<file path="src/rtl/led_pulse_stretch.sv">
// Stretches short event pulses into visible LED blinks. Events that arrive while
// a blink is running are queued and replayed one blink each; overflow is sticky.
//
//  state  | meaning
//  -------+------------------------------------------------------------
//  S_IDLE | LED off, nothing queued, waiting for an event
//  S_ON   | LED lit, counting ON_CYCLES
//  S_GAP  | LED off, counting OFF_CYCLES before the next queued blink
module led_pulse_stretch #(
  parameter int unsigned ON_CYCLES  = 12500000,
  parameter int unsigned OFF_CYCLES = 12500000,
  parameter int unsigned PEND_W     = 4
) (
  input  logic              clk,
  input  logic              rst_n,
  input  logic              trig,
  input  logic              clr_ovf,
  output logic              led,
  output logic              busy,
  output logic [PEND_W-1:0] pending,
  output logic              overflow
);

  localparam int unsigned CNT_W = 32;

  typedef enum logic [1:0] {
    S_IDLE = 2'd0,
    S_ON   = 2'd1,
    S_GAP  = 2'd2
  } state_t;

  localparam logic [CNT_W-1:0]  ON_LAST  = CNT_W'(ON_CYCLES - 1);
  localparam logic [CNT_W-1:0]  OFF_LAST = CNT_W'(OFF_CYCLES - 1);
  localparam logic [PEND_W-1:0] PEND_MAX = '1;

  state_t             r_state;
  logic [CNT_W-1:0]   r_cnt;
  logic               r_trig_q;
  logic               r_led;
  logic [PEND_W-1:0]  r_pend;
  logic               r_ovf;

  logic w_evt;
  logic w_active;
  logic w_gap_end;
  logic w_pend_full;
  logic w_drop;

  assign w_evt       = trig & ~r_trig_q;
  assign w_active    = (r_state != S_IDLE);
  assign w_gap_end   = (r_state == S_GAP) && (r_cnt == OFF_LAST);
  assign w_pend_full = (r_pend == PEND_MAX);
  // An event coinciding with the gap-end decrement replaces the dequeued slot, so it is never dropped.
  assign w_drop      = w_evt & w_active & ~w_gap_end & w_pend_full;

  always_ff @(posedge clk or negedge rst_n) begin
    if (!rst_n) begin
      r_state  <= S_IDLE;
      r_cnt    <= '0;
      r_trig_q <= 1'b1;
      r_led    <= 1'b0;
      r_pend   <= '0;
      r_ovf    <= 1'b0;
    end else begin
      r_trig_q <= trig;

      if (w_drop) begin
        r_ovf <= 1'b1;
      end else if (clr_ovf) begin
        r_ovf <= 1'b0;
      end

      case (r_state)
        S_IDLE: begin
          if (w_evt) begin
            r_state <= S_ON;
            r_cnt   <= '0;
            r_led   <= 1'b1;
          end
        end

        S_ON: begin
          if (r_cnt == ON_LAST) begin
            r_state <= S_GAP;
            r_cnt   <= '0;
            r_led   <= 1'b0;
          end else begin
            r_cnt <= r_cnt + 32'd1;
          end
          if (w_evt && !w_pend_full) begin
            r_pend <= r_pend + 1'b1;
          end
        end

        S_GAP: begin
          if (w_gap_end) begin
            r_cnt <= '0;
            if ((r_pend != '0) || w_evt) begin
              r_state <= S_ON;
              r_led   <= 1'b1;
              if (!w_evt) begin
                r_pend <= r_pend - 1'b1;
              end
            end else begin
              r_state <= S_IDLE;
            end
          end else begin
            r_cnt <= r_cnt + 32'd1;
            if (w_evt && !w_pend_full) begin
              r_pend <= r_pend + 1'b1;
            end
          end
        end

        default: begin
          r_state <= S_IDLE;
          r_cnt   <= '0;
          r_led   <= 1'b0;
        end
      endcase
    end
  end

  assign led      = r_led;
  assign busy     = w_active;
  assign pending  = r_pend;
  assign overflow = r_ovf;

endmodule

</file>
<file path="config.mk">
export PLATFORM = sky130hd
export DESIGN_NAME = led_pulse_stretch
export DESIGN_NICKNAME = d
export VERILOG_FILES = /design/src/rtl/led_pulse_stretch.sv
export SDC_FILE = /design/constraint.sdc
export NUM_CORES = 1
export LEC_CHECK = 0
export ABC_AREA = 0
export BUFFER_PORTS_ARGS = -buffer_cell sky130_fd_sc_hd__clkbuf_2
export CAP_MARGIN = 40
export CORE_MARGIN = 3
export CORE_UTILIZATION = 45
export CTS_CLUSTER_SIZE = 12
export DETAILED_ROUTE_END_ITERATION = 7
export GPL_TIMING_DRIVEN = 0
export MAX_ROUTING_LAYER = met4
export PLACE_DENSITY_LB_ADDON = 0.05
export SLEW_MARGIN = 20
export SYNTH_ARGS = -nofsm -noshare
export SYNTH_HDL_FRONTEND = slang
export SYNTH_SLANG_ARGS = --single-unit
</file>
<file path="constraint.sdc">
create_clock -name clk -period 1.85 [get_ports clk]
set_input_delay 0.0925 -clock clk [delete_from_list [all_inputs] [get_ports clk]]
set_output_delay 0.0925 -clock clk [all_outputs]
set_load 0.02 [all_outputs]
</file>
# Word level (Yosys, flattened, before mapping)
# Cells that the tools add are included.
[totals] regBits=41 input_bits=4
[classes] add_sub_neg=3 eq_ne=10 n_mux=21 n_bitwise=6 n_reduce_logical=12
[op_table] cell="$mux W32" n=3
[op_table] cell="$pmux W32 S3" n=1
[op_table] cell="$add A32 B1 Y32 const B" n=1
[op_table] cell="$eq A32 B24 Y1 const B" n=1
[op_table] cell="$mux W4" n=4
[op_table] cell="$pmux W4 S2" n=1
[op_table] cell="$mux W1" n=7
[op_table] cell="$mux W2" n=3
[op_table] cell="$ne A2 B2 Y1 const B" n=3
[op_table] cell="$pmux W2 S3" n=1
[op_table] cell="$reduce_and A3 Y1" n=2
[op_table] cell="$reduce_bool A2 Y1" n=3
[op_table] cell="$add A4 B1 Y4 const B" n=1
[op_table] cell="$and A1 B1 Y1" n=4
[op_table] cell="$eq A4 B4 Y1 const B" n=1
[op_table] cell="$reduce_and A4 Y1" n=1
[op_table] cell="$reduce_bool A4 Y1" n=1
[op_table] cell="$sub A4 B1 Y4 const B" n=1
[op_table] cell="$ne A3 B2 Y1 const B" n=1
[op_table] cell="$ne A3 B3 Y1 const B" n=1
[op_table] cell="$pmux W1 S3" n=1
[op_table] cell="$eq A2 B1 Y1 const B" n=1
[op_table] cell="$eq A2 B2 Y1 const B" n=1
[op_table] cell="$logic_and A1 B1 Y1" n=2
[op_table] cell="5 further kinds" n=6

# Logic depth before layout (Yosys ltp)
# Gate-level depths: netlist of run 1.
[logic_depth] word_depth=6 depth_mapped=8 mapped_depth_nobuf=7

# Worst setup path after synthesis of run 1
# Ideal clock, no wire load.
[synth_path] path_kind="register to register" start="register r_state[0]" end="register r_cnt[27]" setup_ps=78 t_arrival_ps=1902 t_required_ps=1772 path_slack_ps=-129 path_stages_with_launch=8 n_path_buf=0 path_cell_list="dfrtp_1 inv_1 ha_1 inv_1 o211ai_1 nor4_2 or3b_1 a21oi_1"
[synth_via] elab_chain_cells=4 elab_cells_between_ends=7 classes_between="eq/ne (3); mux (2); reduce/logical (2)"
[synth_lines] element="start: declaration" line="36" text="state_t r_state;"
[synth_lines] element="start signal: assignment" line="58" text="r_state <= S_IDLE;"
[synth_lines] element="start signal: assignment" line="76" text="r_state <= S_ON;"
[synth_lines] element="start signal: assignment" line="84" text="r_state <= S_GAP;"
[synth_lines] element="$eq A2 B2 Y1" line="51, 73"
[synth_lines] element="$logic_and A1 B1 Y1" line="51" text="assign w_gap_end = (r_state == S_GAP) && (r_cnt == OFF_LAST);"
[synth_lines] element="$mux W32" line="96" text="if (w_gap_end) begin"
[synth_lines] element="$pmux W32 S3" line="73" text="case (r_state)"
[synth_lines] element="end signal: assignment" line="88" text="r_cnt <= r_cnt + 32'd1;"
[synth_lines] element="end signal: assignment" line="108" text="r_cnt <= r_cnt + 32'd1;"
[synth_lines] element="end: declaration" line="37" text="logic [CNT_W-1:0] r_cnt;"
# Parallel ways exist; a longest one is shown, timed or not.
# A chain may end at the register's enable or synchronous reset.

# Worst setup path after layout of run 1
[layout_path] start="register r_cnt[29]" end="register r_cnt[31]"
[layout_via] elab_chain_cells=4 elab_cells_between_ends=6 classes_between="add/sub (1); eq/ne (1); mux (3); reduce/logical (1)"
[layout_lines] element="branches (longest 3 deep; another with $add A32 B1 Y32)"
[layout_lines] element="$pmux W32 S3 (*)" line="73"
# Every way passes the cells marked *.

==> results.md, run 1 <==
### Run status
• status: complete, but fails checks
• violations in the final reports: setup timing

### Logic synthesis
• mean cell area of the mapped netlist: 9.51 um2
• Top FF cell, synth: sky130_fd_sc_hd__dfrtp_1
• total of warnings raised by yosys: 0
• number of instances in the synthesized netlist: 263
• sequential area share after synthesis: 41.1%
• syn nets: 275
• count of flip-flops with a built-in enable after synthesis: 0
• Mapped Area: 2500 um2
• count of different cell masters after synthesis: 56
• post-synthesis sequential element count: 41
• Post-synth ARST share: 100%

### Detailed routing
• DR pass1 iterations: 4
• Routed Wire Length: 6120 um
• final routed wire length divided by cell count: 16.1 um
• number of routed nets with antenna violations: 0
• DR vias: 2192
• DR DRC count: 0
• Iteration-0 DRC Markers: 115
• Vias per Instance: 5.78

### Critical path
• kind of cell adding the most delay to the critical path: simple AND/OR/NAND/NOR gates
• cell breakdown of the critical path: nor4_4 > nand4_2 > buf_6 > o311a_4 > nor2_4 > buf_6 > buf_6 > a21oi_1
• required arrival time at the worst endpoint: 2020 ps
• startpoint types: register
• Arr. time, crit path: 2170 ps
• slowest stage delay, CP: 440 ps
• highest fanout seen on the critical path: 5
• most frequent CP cell: sky130_fd_sc_hd__buf_6
• Crit-path slowest cell: sky130_fd_sc_hd__dfrtp_2
• type of destination of the critical path: register
• number of buffers and inverters on the critical path: 3
• type of the setup path with the least slack: reg2reg

### Die
• Initial Utilization: 47.7%
• Std-Cell Core Area: 5240 um2
• die height: 80.5 um
• horizontal die dimension: 80.5 um
• row count: 26
• Die ar.: 6490 um2
• Ports: 11

### STA
• Final Cycle Share: 108%
• Min Hold Slack: 58.8 ps
• final hold violation count: 0
• Tmin final: 1990 ps
• relative max-transition margin: 66.3%
• count of pins over their slew limit: 0
• worst clock skew: 5.22 ps
• Worst Setup Slack, final: -143 ps
• setup repair after global routing missed its margin: yes
• measured slew at the worst slew-check pin: 502 ps
• maximum operating frequency: 502 MHz
• count of final setup violators: 38

### GRT
• Tot GR Track Use: 21.0%
• antenna violations before repair: 0
• number of global-route vias before repair: 2048
• wire length of the first global-routing pass: 10200 um
• GR Overflow Total: 0
• pin count of the biggest net entering global routing: 28

### Pwr
• share of total power consumed by net switching: 38.7%
• clock network fraction of design power: 17.6%
• net switching power: 0.00141 W
• VDD IR-drop max: 0.548 mV
• combinational group share of total power: 52.4%
• Pint: 0.00224 W
• total leakage power: 1.35 nW
• power share of the sequential group: 30.0%
• PD cells: 1150 nW/um2

### Clocking
• H-tree levels: 2
• clock insertion delay at the later pin of the skew report: 290 ps
• number of buffers created by CTS: 5
• clk buf depth: 2
• CTS sink count: 41
• CTS clock-pin slew for the worst setup and hold paths: 80 ps
• buffer type at the clock tree root: sky130_fd_sc_hd__clkbuf_8
• clock tree from TritonCTS: done

### Final layout
• end-of-flow core utilization: 60.4%
• final std cells w/o fill: 379
• ratio of cells with drive above 1 in the final layout: 29.1%
• Antenna Diode Count: 0
• top library cells by usage in the layout, fill and taps aside: sky130_fd_sc_hd__dfrtp_1 (33), sky130_fd_sc_hd__nand2_1 (24), sky130_fd_sc_hd__nor2_1 (20), sky130_fd_sc_hd__buf_4 (20)
• Final Cell Area: 3170 um2
• NumNets Final: 320
• most common cell after layout, fill and taps aside: sky130_fd_sc_hd__dfrtp_1
• area added between synthesis and finish: 26.6%

### Placement
• weighted congestion reported at the end of routability-driven placement: 0.804
• Placed Instance Area: 2680 um2
• placed cell count: 344
• HPWL Detailed: 4040 um
• IO buf count: 10

### Run
• Max-cap violations: 0

### Min path
• worst min-delay path category: in2reg

==> synthesized netlist by cell type, drive strengths merged, types with 2 or more instances <==
library cell / instances / share of area, %
nor4: 9 / 3.4
and4: 3 / 1.1
inv: 11 / 1.7
and2: 5 / 1.3
nand2b: 2 / 0.50
nor2: 21 / 3.5
mux2: 2 / 0.90
and3: 9 / 2.3
nor2b: 3 / 0.75
nor3: 2 / 0.40
buf: 6 / 1.7
xor2: 10 / 3.5
xnor2: 8 / 2.8
dfrtp: 40 / 40
o311ai: 3 / 1.4
o21ai: 12 / 2.4
nand2: 25 / 3.8
nand4b: 2 / 0.70
or3b: 2 / 0.70
o31ai: 3 / 1.1
or3: 6 / 1.5
or4: 4 / 1.4
mux2i: 4 / 1.6
nand3: 17 / 3.4
a21oi: 13 / 2.8
nor4b: 2 / 1.3
nand4: 17 / 5.1
ha: 8 / 4.0
==> flip-flops by register name, indices dropped and copies added (netlist names) <==
register / count
led: 1
overflow: 1
pending: 4
r_trig_q: 1
r_state: 2
r_cnt: 32
==> through the flow <==
step	setup slack, ps	power (W)	setup TNS [ps]
after global routing	-225	0.00388	-6970
after global placement	-391	0.00240	-9360
after detailed placement	-387	0.00242	-9770
final	-143	0.00365	-3830
after CTS	-116	0.00339	-2860
after floorplan	-20.8	0.00206	-20.8
==> what timing repair did <==
item                       4_1_cts  5_1_grt
hold endpoints to repair        14        0
setup endpoints to repair       38       38
buffers inserted                17        8
hold buffers                     2        0
gates resized for setup         23       21
gates cloned                     1        1
pin swaps                       11        6
==> cell families after synthesis <==
family | share of synthesized area (%)
compound gates | 11.0
xor+xnor | 6.31
fa+ha+maj | 4.00
buf+inv | 3.30
flops | 41.1
mux | 2.50
simple gates | 31.8
==> power by group through the flow <==
stage                     logic (W)  clock network (W)  registers, W
after floorplan            0.000898                  0       0.00117
after global placement      0.00128                  0       0.00112
after detailed placement    0.00130                  0       0.00112
after CTS                   0.00163           0.000660       0.00109
after global routing        0.00206           0.000707       0.00111
final                       0.00191           0.000641       0.00109
==> area by class of cell <==
cell class / count / area [um2]
fill: 452 / 2070
buffer: 4 / 26.3
tap: 70 / 87.6
multi-input combinational: 205 / 1530
timing repair buffer: 40 / 337
sequential: 41 / 1040
clock inverter: 1 / 5.00
inverter: 11 / 43.8
clock buffer: 7 / 96.3
==> path summary, 6_finish.rpt <==
check                      cells past startpoint  startpoint    endpoint  slack (ps)
setup reg to reg                               8   r_cnt[29]   r_cnt[31]        -140
hold / removal                                 3     clr_ovf    overflow          60
max in group asynchronous                      3       rst_n   r_cnt[23]        1090
min in group asynchronous                      2       rst_n  pending[3]         260
hold reg to reg                                2    overflow    overflow         510
setup / recovery                               8   r_cnt[29]   r_cnt[31]        -140
==> per-layer routing <==
layer	wire length, um	track usage, %
met5	0	-
met3	141	2.35
met1	2980	29.3
met4	67	6.08
met2	2940	32.5
==> tightest hold or removal path, stage by stage <==
cell	delay, ps
sky130_fd_sc_hd__clkbuf_2	70
sky130_fd_sc_hd__nand2b_1	90
sky130_fd_sc_hd__o41ai_1	60
(Power assumes the default switching activity.)
==> inputs of run 2 (changes only) <==
- CTS_CLUSTER_DIAMETER: unset -> 150
- PLACE_DENSITY_LB_ADDON: 0.05 -> 0.08
==> run 2 against run 1 <==
Against the previous run: the flow still finishes with violations (setup timing); cell area shrank 2.6%; critical path depth shrank 1; first-iteration DRC count shrank 17%; flip-flop and latch count is the same; power shrank 6.6%; maximum frequency grew 2.3%; clock-buffer cell count grew 1; cell count shrank 2.9%; clock skew grew 3.6 ps; largest cell class unchanged.
==> results.md, run 2 (same netlist as run 1, synthesis figures left out) <==
### Clocking
• clk buf depth: 2
• H-tree levels: 2
• clock tree from TritonCTS: done
• buffer type at the clock tree root: sky130_fd_sc_hd__clkbuf_8
• CTS sink count: 41
• number of buffers created by CTS: 5
• CTS clock-pin slew for the worst setup and hold paths: 80 ps
• clock insertion delay at the later pin of the skew report: 290 ps

### STA
• count of pins over their slew limit: 0
• final hold violation count: 0
• Worst Setup Slack, final: -98.4 ps
• Tmin final: 1950 ps
• measured slew at the worst slew-check pin: 569 ps
• Final Cycle Share: 105%
• setup repair after global routing missed its margin: yes
• count of final setup violators: 32
• relative max-transition margin: 61.9%
• maximum operating frequency: 513 MHz
• worst clock skew: 8.83 ps
• Min Hold Slack: 53.8 ps

### Pwr
• total leakage power: 1.30 nW
• PD cells: 1100 nW/um2
• power consumption: 0.00341 W
• VDD IR-drop max: 0.533 mV

### Detailed routing
• Vias per Instance: 5.73
• DR DRC count: 0
• DR pass1 iterations: 4
• DR vias: 2108
• final routed wire length divided by cell count: 16.0 um
• Iteration-0 DRC Markers: 96
• number of routed nets with antenna violations: 0
• Routed Wire Length: 5880 um

### Die
• horizontal die dimension: 80.5 um
• Ports: 11
• die height: 80.5 um
• Initial Utilization: 47.7%
• row count: 26
• Die ar.: 6490 um2
• Std-Cell Core Area: 5240 um2

### Run status
• status: complete, but fails checks
• violations in the final reports: setup timing

### GRT
• wire length of the first global-routing pass: 10000 um
• antenna violations before repair: 0
• GR Overflow Total: 0
• number of global-route vias before repair: 2104
• pin count of the biggest net entering global routing: 27
• Tot GR Track Use: 20.5%

### Critical path
• highest fanout seen on the critical path: 5
• Arr. time, crit path: 2130 ps
• path depth of the worst reg2reg path: 7
• type of the setup path with the least slack: reg2reg
• startpoint types: register
• type of destination of the critical path: register
• required arrival time at the worst endpoint: 2030 ps

### Final layout
• Antenna Diode Count: 0
• top register by number of flip-flops: r_cnt
• most common cell after layout, fill and taps aside: sky130_fd_sc_hd__dfrtp_1
• area taken by flip-flops and latches: 1040 um2
• ratio of cells with drive above 1 in the final layout: 29.2%
• footprint of the multi-input gates: 1570 um2
• end-of-flow core utilization: 58.9%
• area added between synthesis and finish: 23.3%
• total of fill cells in the finished design: 476
• top library cells by usage in the layout, fill and taps aside: sky130_fd_sc_hd__dfrtp_1 (33), sky130_fd_sc_hd__nand2_1 (23), sky130_fd_sc_hd__nand4_1 (15), sky130_fd_sc_hd__nand3_1 (14), sky130_fd_sc_hd__nor2_1 (14)
• NumNets Final: 309
• max FFs per register: 32

### Placement
• IO buf count: 10
• weighted congestion reported at the end of routability-driven placement: 0.811
• HPWL Detailed: 4100 um

### Min path
• Min-Delay Path Depth: 3
• worst min-delay path category: in2reg

### Run
• Max-cap violations: 0

## run 2: changes by cell type in the layout (fill, tap and decap cells not counted), sizes merged
cell	change
buf	-11
clkbuf	+1
clkinv	-1
## run 2: repair_timing
action	CTS	global route
setup buffers	10	4
resized for setup	23	29
endpoints found under the hold margin	15	0
endpoints found under the setup margin	38	38
gates cloned	1	0
pin swaps	15	11
hold buffers	2	0
## run 2: where the power goes
group | switching [W] | total (W) | internal (W)
clock network | 0.000298 | 0.000602 | 0.000305
logic | 0.000982 | 0.00171 | 0.000726
registers | 0.000101 | 0.00110 | 0.000994
## run 2: per-layer routing
layer	up-vias	GRT usage [%]	wire (um)
met3	2	6.05	176
met2	20	31.9	2740
li1	1041	-	-
met1	1045	26.8	2930
met4	0	4.05	33
met5	-	-	0
## run 2: worst max-delay path, stage by stage, from the launching register on
cell,delay [ps]
sky130_fd_sc_hd__dfrtp_2,450
sky130_fd_sc_hd__nor4_4,320
sky130_fd_sc_hd__nand4_2,140
sky130_fd_sc_hd__buf_6,160
sky130_fd_sc_hd__o311a_4,340
sky130_fd_sc_hd__nor2_4,180
sky130_fd_sc_hd__buf_6,180
sky130_fd_sc_hd__nor2_2,50
## run 2: worst paths after layout
check / end / start / slack (ps)
worst min-delay path: overflow / clr_ovf / 50
max in group asynchronous: r_cnt[26] / rst_n / 1080
worst max-delay path: r_cnt[9] / r_cnt[29] / -100
worst max register to register: r_cnt[9] / r_cnt[29] / -100
worst min register to register: overflow / overflow / 490
min in group asynchronous: r_state[0] / rst_n / 270
## run 2: per-stage QoR
step / setup WS [ps] / instance area, um2 / cells / TNS (ps)
final: -98.4 / 3080 / 368 / -2350
after global routing: -179 / 3080 / 368 / -5520
after CTS: -128 / 2940 / 364 / -3270
after detailed placement: -393 / 2680 / 344 / -9770
after global placement: -366 / 2660 / 343 / -8860
after floorplan: -20.8 / 2520 / 263 / -20.8
## run 2: area by class of cell
cell class	instances	area share [%]
Timing Repair Buffer	28	7.06
Tap cell	70	2.84
Inverter	11	1.34
Multi-Input combinational cell	205	50.9
Sequential cell	41	33.6
Clock buffer	8	2.92
Buffer	5	1.30
==> inputs of run 3 (changes only) <==
- RECOVER_POWER: unset -> 50
==> run 3 against run 2 <==
Against the previous run: the flow still finishes with violations (setup timing); critical path type unchanged; clock-buffer cell count stayed put; non-clock buffer count stayed put; register-to-register slack hardly changed.
==> results.md, run 3 (same netlist as run 1, synthesis figures left out) <==
### Clocking
• CTS sink count: 41
• clock tree from TritonCTS: done
• clock insertion delay at the later pin of the skew report: 290 ps
• H-tree levels: 2
• number of buffers created by CTS: 5
• clk buf depth: 2
• buffer type at the clock tree root: sky130_fd_sc_hd__clkbuf_8
• CTS clock-pin slew for the worst setup and hold paths: 80 ps

### Pwr
• PD cells: 1110 nW/um2
• clock network fraction of design power: 17.7%
• combinational group share of total power: 50.1%
• share of total power consumed by net switching: 40.6%
• Pint: 0.00202 W
• VDD IR-drop max: 0.531 mV
• power share of the sequential group: 32.2%
• total leakage power: 1.29 nW
• power consumption: 0.00340 W
• net switching power: 0.00138 W

### GRT
• pin count of the biggest net entering global routing: 27
• routing usage on met2: 31.9%
• most used routing layer: met2
• antenna violations before repair: 0
• Tot GR Track Use: 20.5%
• met1 Track Usage GR: 26.8%
• number of global-route vias before repair: 2104
• GR Overflow Total: 0
• GR Util met3: 6.05%
• wire length of the first global-routing pass: 10000 um

### Final layout
• max FFs per register: 32
• total of fill cells in the finished design: 480
• top register by number of flip-flops: r_cnt
• top library cells by usage in the layout, fill and taps aside: sky130_fd_sc_hd__dfrtp_1 (33), sky130_fd_sc_hd__nand2_1 (23), sky130_fd_sc_hd__nand4_1 (15), sky130_fd_sc_hd__nand3_1 (14), sky130_fd_sc_hd__nor2_1 (14)
• ratio of cells with drive above 1 in the final layout: 28.5%
• footprint of the multi-input gates: 1570 um2
• Antenna Diode Count: 0
• most common cell after layout, fill and taps aside: sky130_fd_sc_hd__dfrtp_1
• area added between synthesis and finish: 22.6%
• area taken by flip-flops and latches: 1040 um2
• Final Cell Area: 3070 um2
• NumNets Final: 309

### Die
• die height: 80.5 um
• horizontal die dimension: 80.5 um
• row count: 26
• Initial Utilization: 47.7%
• Die ar.: 6490 um2
• Std-Cell Core Area: 5240 um2
• Ports: 11

### STA
• measured slew at the worst slew-check pin: 853 ps
• setup repair after global routing missed its margin: yes
• worst clock skew: 9.14 ps
• maximum operating frequency: 513 MHz
• Tmin final: 1950 ps
• Worst Setup Slack, final: -99.2 ps
• count of final setup violators: 32
• relative max-transition margin: 43.1%
• final hold violation count: 0
• Final Cycle Share: 105%
• count of pins over their slew limit: 0

### Placement
• weighted congestion reported at the end of routability-driven placement: 0.811
• HPWL Detailed: 4100 um
• Placed Instance Area: 2680 um2
• IO buf count: 10

### Detailed routing
• Routed Wire Length: 5870 um
• Iteration-0 DRC Markers: 96
• Vias per Instance: 5.74
• number of routed nets with antenna violations: 0
• DR DRC count: 0
• DR pass1 iterations: 4
• final routed wire length divided by cell count: 16.0 um
• DR vias: 2112

### Run
• Max-cap violations: 0

### Critical path
• beginning of the critical path: r_cnt[29]
• minimum setup slack among reg-to-reg paths: -100 ps
• type of the setup path with the least slack: reg2reg
• type of destination of the critical path: register
• r2r startpoint: r_cnt[29]
• Crit-path slowest cell: sky130_fd_sc_hd__dfrtp_2
• most frequent CP cell: sky130_fd_sc_hd__buf_6
• cell breakdown of the critical path: nor4_4 > nand4_2 > buf_6 > o311a_4 > nor2_4 > buf_6 > nor2_2
• startpoint types: register
• highest fanout seen on the critical path: 5
• Arr. time, crit path: 2130 ps
• kind of cell adding the most delay to the critical path: simple AND/OR/NAND/NOR gates
• required arrival time at the worst endpoint: 2030 ps
• number of buffers and inverters on the critical path: 2
• slowest stage delay, CP: 450 ps

### Run status
• status: complete, but fails checks
• violations in the final reports: setup timing

### Min path
• origin of the worst min-delay path: clr_ovf
• worst min-delay path category: in2reg

run 3: area by class of cell:
class | count | share of cell area [%]
plain buffers | 5 | 1.31
clock buffers | 8 | 2.94
inverters | 11 | 1.35
multi-input cells | 205 | 51.2
flip-flops and latches | 41 | 33.8
well taps | 70 | 2.86
repair buffers | 28 | 6.53
run 3: power by group through the flow:
stage / logic (W) / registers (W) / clock network (W)
final: 0.00170 / 0.00109 / 0.000603
after global routing: 0.00186 / 0.00111 / 0.000681
after CTS: 0.00152 / 0.00110 / 0.000630
after detailed placement: 0.00129 / 0.00112 / 0
after global placement: 0.00128 / 0.00112 / 0
after floorplan: 0.000898 / 0.00117 / 0
run 3: stage by stage:
step | hold slack (ps) | util [%] | cells | TNS, ps | setup WS (ps)
after floorplan | -203 | - | 263 | -20.8 | -20.8
after global placement | 202 | 50.7 | 343 | -8860 | -366
after detailed placement | 49.1 | 51.1 | 344 | -9770 | -393
after CTS | 43.5 | 56.2 | 364 | -3270 | -128
after global routing | 56.0 | 58.5 | 368 | -6120 | -179
final | 53.7 | 58.5 | 368 | -2360 | -99.2
run 3: worst reg2reg max path, delay by kind of cell (launching register included):
kind | cells | cell delay (ps)
and+or+nand+nor | 4 | 690
DFF | 1 | 450
AOI/OAI and AO/OA | 1 | 340
buffers and inverters | 2 | 340
run 3: routing by layer:
| layer | share of wire, % | up-vias |
|---|---|---|
| met1 | 50 | 1049 |
| met3 | 2.9 | 2 |
| li1 | - | 1041 |
| met4 | 0.56 | 0 |
| met5 | 0 | - |
| met2 | 47 | 20 |
run 3: path summary, 6_finish.rpt:
path,end,cells after the start
min reg2reg,overflow,2
max reg2reg,r_cnt[9],7
min in group asynchronous,r_state[0],2
max,r_cnt[9],7
max in group asynchronous,r_cnt[26],3
min,overflow,3
run 3: what timing repair did:
action | CTS | global route
endpoints found under the hold margin | 15 | 0
pin swaps | 15 | 11
gates resized for setup | 23 | 29
gates cloned | 1 | 0
buffers inserted | 10 | 4
hold buffers | 2 | 0
endpoints found under the setup margin | 38 | 38
